[src/rtl/scene_packet_dispatcher_if.sv]
// Bundle between the scene packet dispatcher, the SPI receive FIFO read port,
// the scene-memory write ports and the ray-tracing core status signals.
interface scene_packet_dispatcher_if #(
  parameter int DATA_W     = 32,
  parameter int VTX_ADDR_W = 10,
  parameter int TRI_ADDR_W = 10,
  parameter int CFG_DEPTH  = 16
);
  localparam int CFG_AW = $clog2(CFG_DEPTH);

  logic                  fifo_empty;
  logic                  fifo_rd_en;
  logic [DATA_W-1:0]     fifo_dout;
  logic                  vtx_we;
  logic                  vtx_rdy;
  logic [VTX_ADDR_W-1:0] vtx_addr;
  logic                  tri_we;
  logic                  tri_rdy;
  logic [TRI_ADDR_W-1:0] tri_addr;
  logic [DATA_W-1:0]     mem_wdata;
  logic                  cfg_we;
  logic [CFG_AW-1:0]     cfg_addr;
  logic                  scene_clr;
  logic                  frame_done;
  logic [VTX_ADDR_W:0]   vtx_count;
  logic [TRI_ADDR_W:0]   tri_count;
  logic                  err_overflow;
  logic                  err_format;
  logic                  busy;

  modport master (
    input  fifo_empty, fifo_dout, vtx_rdy, tri_rdy, scene_clr,
    output fifo_rd_en, vtx_we, vtx_addr, tri_we, tri_addr, mem_wdata,
           cfg_we, cfg_addr, frame_done, vtx_count, tri_count,
           err_overflow, err_format, busy
  );

  modport slave (
    output fifo_empty, fifo_dout, vtx_rdy, tri_rdy, scene_clr,
    input  fifo_rd_en, vtx_we, vtx_addr, tri_we, tri_addr, mem_wdata,
           cfg_we, cfg_addr, frame_done, vtx_count, tri_count,
           err_overflow, err_format, busy
  );
endinterface

[src/rtl/scene_packet_dispatcher.sv]
// Drains the SPI receive FIFO, parses packet headers and steers payload words
// into vertex memory, triangle memory or the config register file.
module scene_packet_dispatcher #(
  parameter int DATA_W     = 32,
  parameter int VTX_ADDR_W = 10,
  parameter int TRI_ADDR_W = 10,
  parameter int CFG_DEPTH  = 16
) (
  input  logic                      clk,
  input  logic                      rst_n,
  scene_packet_dispatcher_if.master bus
);
  localparam int CFG_AW = $clog2(CFG_DEPTH);

  localparam logic [2:0] S_IDLE    = 3'd0;
  localparam logic [2:0] S_HDR_CAP = 3'd1;
  localparam logic [2:0] S_DECODE  = 3'd2;
  localparam logic [2:0] S_PAY_REQ = 3'd3;
  localparam logic [2:0] S_PAY_CAP = 3'd4;
  localparam logic [2:0] S_PAY_WR  = 3'd5;
  localparam logic [2:0] S_FLUSH   = 3'd6;

  localparam logic [1:0] T_CFG = 2'b00;
  localparam logic [1:0] T_VTX = 2'b01;
  localparam logic [1:0] T_TRI = 2'b10;
  localparam logic [1:0] T_EOF = 2'b11;

  localparam logic [8:0]            CFG_LIMIT = 9'(CFG_DEPTH);
  localparam logic [VTX_ADDR_W:0]   VTX_ONE   = 1;
  localparam logic [TRI_ADDR_W:0]   TRI_ONE   = 1;
  localparam logic [CFG_AW-1:0]     CFG_ONE   = 1;

  logic [2:0]            r_state;
  logic [1:0]            r_type;
  logic [7:0]            r_len;
  logic [7:0]            r_remain;
  logic [CFG_AW-1:0]     r_cfg_idx;
  logic [VTX_ADDR_W:0]   r_vtx_ptr;
  logic [TRI_ADDR_W:0]   r_tri_ptr;
  logic [VTX_ADDR_W:0]   r_vtx_count;
  logic [TRI_ADDR_W:0]   r_tri_count;
  logic [DATA_W-1:0]     r_wdata;
  logic                  r_err_ovf;
  logic                  r_err_fmt;
  logic                  r_pend_clr;
  logic                  r_frame_done;
  logic                  r_flush_phase;

  logic w_vtx_full;
  logic w_tri_full;
  logic w_in_wr;
  logic w_vtx_we;
  logic w_tri_we;
  logic w_cfg_we;
  logic w_word_done;
  logic w_cfg_bad;
  logic w_hdr_rd;
  logic w_pay_rd;
  logic w_flush_rd;

  // A pointer with its top bit set has reached 2^ADDR_W: memory full, never wraps.
  assign w_vtx_full = r_vtx_ptr[VTX_ADDR_W];
  assign w_tri_full = r_tri_ptr[TRI_ADDR_W];
  assign w_in_wr    = (r_state == S_PAY_WR);
  assign w_vtx_we   = w_in_wr && (r_type == T_VTX) && !w_vtx_full;
  assign w_tri_we   = w_in_wr && (r_type == T_TRI) && !w_tri_full;
  assign w_cfg_we   = w_in_wr && (r_type == T_CFG);
  assign w_cfg_bad  = (r_type == T_CFG) && ({1'b0, r_len} > CFG_LIMIT);

  assign w_hdr_rd   = (r_state == S_IDLE) && !r_pend_clr && !bus.fifo_empty;
  assign w_pay_rd   = (r_state == S_PAY_REQ) && !bus.fifo_empty;
  assign w_flush_rd = (r_state == S_FLUSH) && (r_remain != 8'd0) && !r_flush_phase
                      && !bus.fifo_empty;

  always_comb begin
    // NOTE: default first so no path through the case leaves the signal held (latch).
    w_word_done = 1'b0;
    if (w_in_wr) begin
      case (r_type)
        T_VTX:   w_word_done = w_vtx_full || bus.vtx_rdy;
        T_TRI:   w_word_done = w_tri_full || bus.tri_rdy;
        default: w_word_done = 1'b1;
      endcase
    end
  end

  assign bus.fifo_rd_en   = w_hdr_rd || w_pay_rd || w_flush_rd;
  assign bus.vtx_we       = w_vtx_we;
  assign bus.vtx_addr     = r_vtx_ptr[VTX_ADDR_W-1:0];
  assign bus.tri_we       = w_tri_we;
  assign bus.tri_addr     = r_tri_ptr[TRI_ADDR_W-1:0];
  assign bus.cfg_we       = w_cfg_we;
  assign bus.cfg_addr     = r_cfg_idx;
  assign bus.mem_wdata    = r_wdata;
  assign bus.frame_done   = r_frame_done;
  assign bus.vtx_count    = r_vtx_count;
  assign bus.tri_count    = r_tri_count;
  assign bus.err_overflow = r_err_ovf;
  assign bus.err_format   = r_err_fmt;
  assign bus.busy         = (r_state != S_IDLE);

  // NOTE: all state updates use <= so every register samples pre-edge values.
  always_ff @(posedge clk or negedge rst_n) begin
    if (!rst_n) begin
      r_state       <= S_IDLE;
      r_type        <= T_CFG;
      r_len         <= '0;
      r_remain      <= '0;
      r_cfg_idx     <= '0;
      r_vtx_ptr     <= '0;
      r_tri_ptr     <= '0;
      r_vtx_count   <= '0;
      r_tri_count   <= '0;
      r_wdata       <= '0;
      r_err_ovf     <= 1'b0;
      r_err_fmt     <= 1'b0;
      r_pend_clr    <= 1'b0;
      r_frame_done  <= 1'b0;
      r_flush_phase <= 1'b0;
    end else begin
      r_frame_done <= 1'b0;
      r_pend_clr   <= r_pend_clr | bus.scene_clr;

      case (r_state)
        S_IDLE: begin
          if (r_pend_clr) begin
            r_vtx_ptr  <= '0;
            r_tri_ptr  <= '0;
            r_err_ovf  <= 1'b0;
            r_err_fmt  <= 1'b0;
            r_pend_clr <= bus.scene_clr;
          end else if (!bus.fifo_empty) begin
            r_state <= S_HDR_CAP;
          end
        end

        S_HDR_CAP: begin
          r_type  <= bus.fifo_dout[DATA_W-1:DATA_W-2];
          r_len   <= bus.fifo_dout[7:0];
          r_state <= S_DECODE;
        end

        S_DECODE: begin
          r_remain      <= r_len;
          r_cfg_idx     <= '0;
          r_flush_phase <= 1'b0;
          if (r_type == T_EOF && r_len == 8'd0) begin
            // Pulse is registered so it lines up with the freshly latched counts.
            r_vtx_count  <= r_vtx_ptr;
            r_tri_count  <= r_tri_ptr;
            r_vtx_ptr    <= '0;
            r_tri_ptr    <= '0;
            r_frame_done <= 1'b1;
            r_state      <= S_IDLE;
          end else if (r_type == T_EOF || w_cfg_bad) begin
            r_err_fmt <= 1'b1;
            r_state   <= S_FLUSH;
          end else if (r_len == 8'd0) begin
            r_state <= S_IDLE;
          end else begin
            r_state <= S_PAY_REQ;
          end
        end

        S_PAY_REQ: begin
          if (!bus.fifo_empty) r_state <= S_PAY_CAP;
        end

        S_PAY_CAP: begin
          r_wdata <= bus.fifo_dout;
          r_state <= S_PAY_WR;
        end

        S_PAY_WR: begin
          if ((r_type == T_VTX && w_vtx_full) || (r_type == T_TRI && w_tri_full))
            r_err_ovf <= 1'b1;
          if (w_vtx_we && bus.vtx_rdy) r_vtx_ptr <= r_vtx_ptr + VTX_ONE;
          if (w_tri_we && bus.tri_rdy) r_tri_ptr <= r_tri_ptr + TRI_ONE;
          if (w_cfg_we) r_cfg_idx <= r_cfg_idx + CFG_ONE;
          if (w_word_done) begin
            r_remain <= r_remain - 8'd1;
            r_state  <= (r_remain == 8'd1) ? S_IDLE : S_PAY_REQ;
          end
        end

        S_FLUSH: begin
          if (r_remain == 8'd0) begin
            r_state <= S_IDLE;
          end else if (r_flush_phase) begin
            r_flush_phase <= 1'b0;
            r_remain      <= r_remain - 8'd1;
            if (r_remain == 8'd1) r_state <= S_IDLE;
          end else if (!bus.fifo_empty) begin
            r_flush_phase <= 1'b1;
          end
        end

        default: r_state <= S_IDLE;
      endcase
    end
  end
endmodule

[src/flat_wrapper.sv]
// flat-port wrapper written by rule: the top's interface ports become plain ports
module scene_packet_dispatcher_flat 
#(
  parameter int DATA_W     = 32,
  parameter int VTX_ADDR_W = 10,
  parameter int TRI_ADDR_W = 10,
  parameter int CFG_DEPTH  = 16
)
  (clk, rst_n, bus_fifo_empty, bus_fifo_dout, bus_vtx_rdy, bus_tri_rdy, bus_scene_clr, bus_fifo_rd_en, bus_vtx_we, bus_vtx_addr, bus_tri_we, bus_tri_addr, bus_mem_wdata, bus_cfg_we, bus_cfg_addr, bus_frame_done, bus_vtx_count, bus_tri_count, bus_err_overflow, bus_err_format, bus_busy);
  scene_packet_dispatcher_if #(.DATA_W(DATA_W), .VTX_ADDR_W(VTX_ADDR_W), .TRI_ADDR_W(TRI_ADDR_W), .CFG_DEPTH(CFG_DEPTH)) bus_i ();
  input  logic clk;
  input  logic rst_n;
  input wire logic [$bits(bus_i.fifo_empty)-1:0] bus_fifo_empty;
  input wire logic [$bits(bus_i.fifo_dout)-1:0] bus_fifo_dout;
  input wire logic [$bits(bus_i.vtx_rdy)-1:0] bus_vtx_rdy;
  input wire logic [$bits(bus_i.tri_rdy)-1:0] bus_tri_rdy;
  input wire logic [$bits(bus_i.scene_clr)-1:0] bus_scene_clr;
  output wire logic [$bits(bus_i.fifo_rd_en)-1:0] bus_fifo_rd_en;
  output wire logic [$bits(bus_i.vtx_we)-1:0] bus_vtx_we;
  output wire logic [$bits(bus_i.vtx_addr)-1:0] bus_vtx_addr;
  output wire logic [$bits(bus_i.tri_we)-1:0] bus_tri_we;
  output wire logic [$bits(bus_i.tri_addr)-1:0] bus_tri_addr;
  output wire logic [$bits(bus_i.mem_wdata)-1:0] bus_mem_wdata;
  output wire logic [$bits(bus_i.cfg_we)-1:0] bus_cfg_we;
  output wire logic [$bits(bus_i.cfg_addr)-1:0] bus_cfg_addr;
  output wire logic [$bits(bus_i.frame_done)-1:0] bus_frame_done;
  output wire logic [$bits(bus_i.vtx_count)-1:0] bus_vtx_count;
  output wire logic [$bits(bus_i.tri_count)-1:0] bus_tri_count;
  output wire logic [$bits(bus_i.err_overflow)-1:0] bus_err_overflow;
  output wire logic [$bits(bus_i.err_format)-1:0] bus_err_format;
  output wire logic [$bits(bus_i.busy)-1:0] bus_busy;
  assign bus_i.fifo_empty = bus_fifo_empty;
  assign bus_i.fifo_dout = bus_fifo_dout;
  assign bus_i.vtx_rdy = bus_vtx_rdy;
  assign bus_i.tri_rdy = bus_tri_rdy;
  assign bus_i.scene_clr = bus_scene_clr;
  assign bus_fifo_rd_en = bus_i.fifo_rd_en;
  assign bus_vtx_we = bus_i.vtx_we;
  assign bus_vtx_addr = bus_i.vtx_addr;
  assign bus_tri_we = bus_i.tri_we;
  assign bus_tri_addr = bus_i.tri_addr;
  assign bus_mem_wdata = bus_i.mem_wdata;
  assign bus_cfg_we = bus_i.cfg_we;
  assign bus_cfg_addr = bus_i.cfg_addr;
  assign bus_frame_done = bus_i.frame_done;
  assign bus_vtx_count = bus_i.vtx_count;
  assign bus_tri_count = bus_i.tri_count;
  assign bus_err_overflow = bus_i.err_overflow;
  assign bus_err_format = bus_i.err_format;
  assign bus_busy = bus_i.busy;
  scene_packet_dispatcher #(.DATA_W(DATA_W), .VTX_ADDR_W(VTX_ADDR_W), .TRI_ADDR_W(TRI_ADDR_W), .CFG_DEPTH(CFG_DEPTH)) u_core (.clk(clk), .rst_n(rst_n), .bus(bus_i));
endmodule
[config.mk]
export PLATFORM = sky130hd
export DESIGN_NAME = scene_packet_dispatcher_flat
export DESIGN_NICKNAME = d
export VERILOG_FILES = /design/src/rtl/scene_packet_dispatcher_if.sv /design/src/rtl/scene_packet_dispatcher.sv /design/src/flat_wrapper.sv
export SDC_FILE = /design/constraint.sdc
export NUM_CORES = 1
export LEC_CHECK = 0
export BUFFER_PORTS_ARGS = -buffer_cell sky130_fd_sc_hd__buf_2
export CORE_AREA = 2 2 110 112
export CTS_BUF_LIST = sky130_fd_sc_hd__clkbuf_8
export DETAILED_ROUTE_END_ITERATION = 7
export DIE_AREA = 0 0 112 114
export GPL_TIMING_DRIVEN = 0
export MAX_ROUTING_LAYER = met4
export PLACE_DENSITY = 0.68
export SLEW_MARGIN = 5
export SYNTH_ARGS = -nofsm -noshare
export SYNTH_HDL_FRONTEND = slang
export SYNTH_SLANG_ARGS = --single-unit
[constraint.sdc]
create_clock -name clk -period 5.2 [get_ports clk]
set_input_delay 0.52 -clock clk [delete_from_list [all_inputs] [get_ports clk]]
set_output_delay 0.52 -clock clk [all_outputs]
set_load 0.05 [all_outputs]
# After elaboration in Yosys (flattened, before gate mapping)

Index checks and enable logic that the tools add are counted.

Add/sub/neg operators: 4
Bitwise logic cells: 1
$lt $le $gt $ge: 1
Equal/unequal tests: 26
Reduce and logical (&&, ||, !) cells: 49
Mux-type cells: 40

Operators by type and width:

| kind                                                                 | count |
|---|---|
| 11-bit case mux with 3 select lines                                  | 2 |
| 11-bit two-way mux                                                   | 4 |
| 3-bit two-way mux                                                    | 9 |
| 8-bit two-way mux                                                    | 3 |
| 8-bit case mux with 3 select lines                                   | 1 |
| 11-bit by 1-bit adder with 11-bit output, second input constant      | 2 |
| 3-bit case mux with 7 select lines                                   | 1 |
| 2-bit != test, second input constant                                 | 10 |
| 1-bit logical AND                                                    | 17 |
| 8-bit zero test                                                      | 2 |
| 4-bit AND reduction                                                  | 4 |
| 1-bit two-way mux                                                    | 12 |
| 3-bit == test, second input constant                                 | 3 |
| 3-bit nonzero test                                                   | 3 |
| 8-bit by 1-bit == test with 1-bit output, second input constant      | 1 |
| 8-bit by 5-bit > comparator with 1-bit output, second input constant | 1 |
| 2-bit by 1-bit != test with 1-bit output, second input constant      | 4 |
| 1-bit case mux with 2 select lines                                   | 4 |
| 4-bit case mux with 2 select lines                                   | 1 |
| 2-bit nonzero test                                                   | 4 |
| 8-bit nonzero test                                                   | 1 |
| 8-bit by 1-bit subtractor with 8-bit output, second input constant   | 1 |
| 3-bit by 2-bit == test with 1-bit output, second input constant      | 2 |
| 1-bit logical OR                                                     | 6 |
| other kinds (15)                                                     | 23 |

Register bits: 106
Input port bits: 38
Word-level logic and storage cells: 136
Output and inout bits: 86

# Depth between registers and ports, before layout

Depth in word-level cells: 6
Gate-level depth with buffers: 8

# Least setup slack after synthesis

OpenSTA, ideal clock, no wires.

Path kind: flip-flop to output port
From: register u_core.r_state[0]
To: output bus_vtx_we
Slack: 2.360 ns
Cell stages (with the launch flop): 5
Data arrival time: 2.320 ns
Buffers on the path: 2
Required time: 4.680 ns
Path through: dfrtp_1 clkbuf_1 nand3b_1 clkbuf_1 nor3b_1

Cells in the longest elaborated chain, start to end: 3

Ends and longest elaborated chain:

| item                           | line                           | source |
|---|---|---|
| start: declaration             | scene_packet_dispatcher.sv:33  | `logic [2:0] r_state;` |
| start signal: assignment       | scene_packet_dispatcher.sv:182 | `r_state <= (r_remain == 8'd1) ? S_IDLE : S_PAY_REQ;` |
| 3-bit == test                  | scene_packet_dispatcher.sv:64  | `assign w_in_wr = (r_state == S_PAY_WR);` |
| 1-bit logical AND (2 in a row) | scene_packet_dispatcher.sv:65  | `assign w_vtx_we = w_in_wr && (r_type == T_VTX) && !w_vtx_full;` |
| end: declaration               | flat_wrapper.sv:19             | `output wire logic [$bits(bus_i.vtx_we)-1:0] bus_vtx_we;` |

Every way passes these cells.

# Final worst setup path

Ends and elaborated chain as after synthesis.

==> summary.txt <==
Floorplanning
  – Core area: 0.0117 mm²
  – Die Y: 114 µm
  – Io pins: 124
  – Total Die Area: 0.0128 mm²
  – Chip width: 112 µm
  – FP Rows: 40
  – Initial Util: 0.436

Clocking
  – Worst-Skew Late Latency: 0.38 ns
  – Setup bufs post-CTS: 0
  – Sink Count: 106
  – CTS H-tree lvls: 3
  – CTS Hold Bufs: 0
  – Bufs on Longest Clock Path: 2
  – CTS resizes: 0
  – CTS tree: yes
  – CTS Buf Count: 9
  – Root Buffer: clkbuf_8
  – Clk pin slew, worst setup/hold paths: 0.09 ns

Detailed routing
  – Antenna viol nets, final: 0
  – Iteration-0 DRC Markers: 177
  – Final wirelength: 11200 µm
  – DRC: 0
  – Vias: 3983
  – Post-DR vias/cell: 5.35
  – Initial DRT Pass Iterations: 4
  – Drt wl/cell: 15.1 µm

Yosys
  – EDFF count, synth: 0
  – Mapped cell area: 0.00511 mm²
  – Syn_nets: 505
  – Ys Warns: 0
  – Distinct cells, synth: 56
  – Top FF cell, synth: dfrtp_1
  – #FFs+latches synth: 106
  – Async SR Flop Fraction: 1.00
  – Post-Synthesis Cells: 457
  – Register area share after synthesis: 0.519
  – Mean post-synth cell area: 11.2 µm²

Power and ir drop
  – Power per cell area: 519 mW/mm²
  – Peak VDD IR: 0.477 mV
  – Leak pwr: 0.00301 µW

Setup path
  – CP Buf/Inv Count: 3
  – Crit path max-delay cell type: dfrtp_1
  – Critical-path cell list: clkbuf_1 > nand3b_1 > clkbuf_1 > nor3b_1 > buf_2
  – Reg2reg end: u_core.r_vtx_ptr[7]$_DFFE_PN0P_
  – Worst-path fanout max: 10
  – WP data required: 4.68 ns
  – Data arrival, critical path: 2.45 ns
  – R2R depth: 6
  – RR Startpoint: u_core.r_len[1]$_DFFE_PN0P_
  – CP max stage delay: 0.37 ns
  – CP Capture Type: output pin
  – Setup crit start kind: flip-flop
  – Cell family with most CP delay: buffers and inverters
  – Most common cell on crit path: clkbuf_1
  – Crit path kind: reg2out
  – FF-to-FF setup slack: 2.76 ns

Final layout
  – Fillcell total: 1075
  – FF/Latch Area: 0.00265 mm²
  – Commonest non-fill, non-tap cell in the layout: buf_2
  – Final #Nets: 640
  – Syn-to-layout area delta: 20.0%
  – Most frequent cells in the layout: 123 x buf_2, 106 x dfrtp_1, 64 x mux2_2
  – Non-filler cells, final: 744
  – Ant. Diodes: 0
  – Footprint of the multi-input gates: 0.00214 mm²
  – Layout cells sized above 1: 0.390

Placement
  – Pre-CTS WS: 2.61 ns
  – I/O Buffers: 123
  – Hpwl dp: 8300 µm
  – Routability cong.: 0.863
  – Inst Count DP: 728

Global routing
  – Number of global-route vias before repair: 3808
  – GRT Overall Usage: 0.181
  – Gr ovfl total: 0
  – First-pass GRT wire length: 18200 µm
  – Largest net degree at the start of global routing: 55
  – Initial antenna violation count: 0

STA
  – Hold slack: 0.177 ns
  – Tmin final: 2.97 ns
  – Actual slew at the worst max-slew pin: 0.804 ns
  – Fmax: 0.336 GHz
  – Period utilization: 0.572
  – Setup TNS: 0 ns
  – Pins Over Slew Limit: 0
  – Setup violations, final: 0
  – Slew HR: 0.460
  – Fin worst setup slack: 2.23 ns
  – Final Hold Viols: 0
  – RSZ-0062 raised after global routing: false
  – Setup Skew: 0.0104 ns

Outcome
  – Outcome: finished clean

Flow run
  – Max-cap violations: 0

Hold path
  – Hold/Removal Path Class: in2async
area by class of cell:
class | instances | area share
Buffer | 43 | 0.0425
Clock buffer | 12 | 0.0269
Clock inverter | 4 | 0.00429
Inverter | 14 | 0.00857
Multi-Input combinational cell | 294 | 0.350
Sequential cell | 106 | 0.433
Tap cell | 147 | 0.0300
Timing Repair Buffer | 124 | 0.105
logic make-up (layout without fill, tap and decap cells):
family	count (synthesis)	count (layout)	share of synthesized area
AND/OR/NAND/NOR	111	111	0.118
flip-flops	106	106	0.519
AO/OA/AOI/OAI	104	104	0.127
multiplexers	65	65	0.143
buffers and inverters	57	197	0.0612
adder cells (fa/ha/maj)	11	11	0.0265
XOR/XNOR	3	3	0.00514
worst max path at each step:
stage                                        from                              endpoint  slack, ns  cells after the start
global placement                            rst_n  u_core.bus.mem_wdata[21]$_DFFE_PN0P_       2.48                      1
CTS                 u_core.r_state[0]$_DFFE_PN0P_                            bus_vtx_we       2.18                      5
global route        u_core.r_state[0]$_DFFE_PN0P_                            bus_vtx_we       1.99                      5
detailed placement  u_core.r_state[0]$_DFFE_PN0P_                            bus_vtx_we       2.61                      5
floorplan           u_core.r_state[0]$_DFFE_PN0P_                            bus_vtx_we       2.36                      4
finish              u_core.r_state[0]$_DFFE_PN0P_                            bus_vtx_we       2.23                      5
registers in the layout, indices dropped and copies added (netlist names):
name,cells
u_core.bus.mem_wdata,32
u_core.bus.tri_count,11
u_core.bus.vtx_count,11
u_core.r_tri_ptr,11
u_core.r_vtx_ptr,11
u_core.r_len,8
u_core.r_remain,8
u_core.bus.cfg_addr,4
u_core.r_state,3
u_core.r_type,2
u_core.bus.err_format,1
u_core.bus.err_overflow,1
u_core.bus.frame_done,1
u_core.r_flush_phase,1
u_core.r_pend_clr,1
Yosys cell counts, types with 4 or more instances:
library cell,instances,area (µm²)
a211oi_1,6,45.0
a21oi_1,21,105
a31oi_1,4,25.0
and3_1,4,25.0
buf_4,20,150
clkbuf_1,16,60.1
dfrtp_1,106,2650
ha_1,10,125
inv_1,14,52.6
mux2_2,64,721
nand2_1,25,93.8
nand3_1,14,70.1
nand3b_1,4,30.0
nand4_1,5,31.3
nor2_1,24,90.1
nor3_1,8,40.0
o21ai_0,34,170
o21ai_1,6,30.0
o41ai_1,5,43.8
layer usage:
layer  wire length (µm)  GRT usage  vias up
li1                   -          -     1900
met1               4960      0.229     1941
met2               5460      0.289      123
met3                650     0.0420       19
met4                135     0.0618        0
met5                  0          -        -
per-stage QoR:
stage / instance area [µm²] / total power (µW) / utilization
2_1_floorplan: 5110 / 2340 / -
3_3_place_gp: 5910 / 2670 / 0.504
3_5_place_dp: 5940 / 2710 / 0.507
4_1_cts: 6130 / 3210 / 0.523
5_1_grt: 6130 / 3370 / 0.523
6_report: 6130 / 3180 / 0.523
where the power goes:
part           leakage (µW)  internal (µW)  switching [µW]
combinational       0.00153            485            1010
clock              0.000104            213             276
sequential          0.00137           1050             154
total               0.00301           1740            1440
No activity file was read; power rests on OpenSTA's default activity.
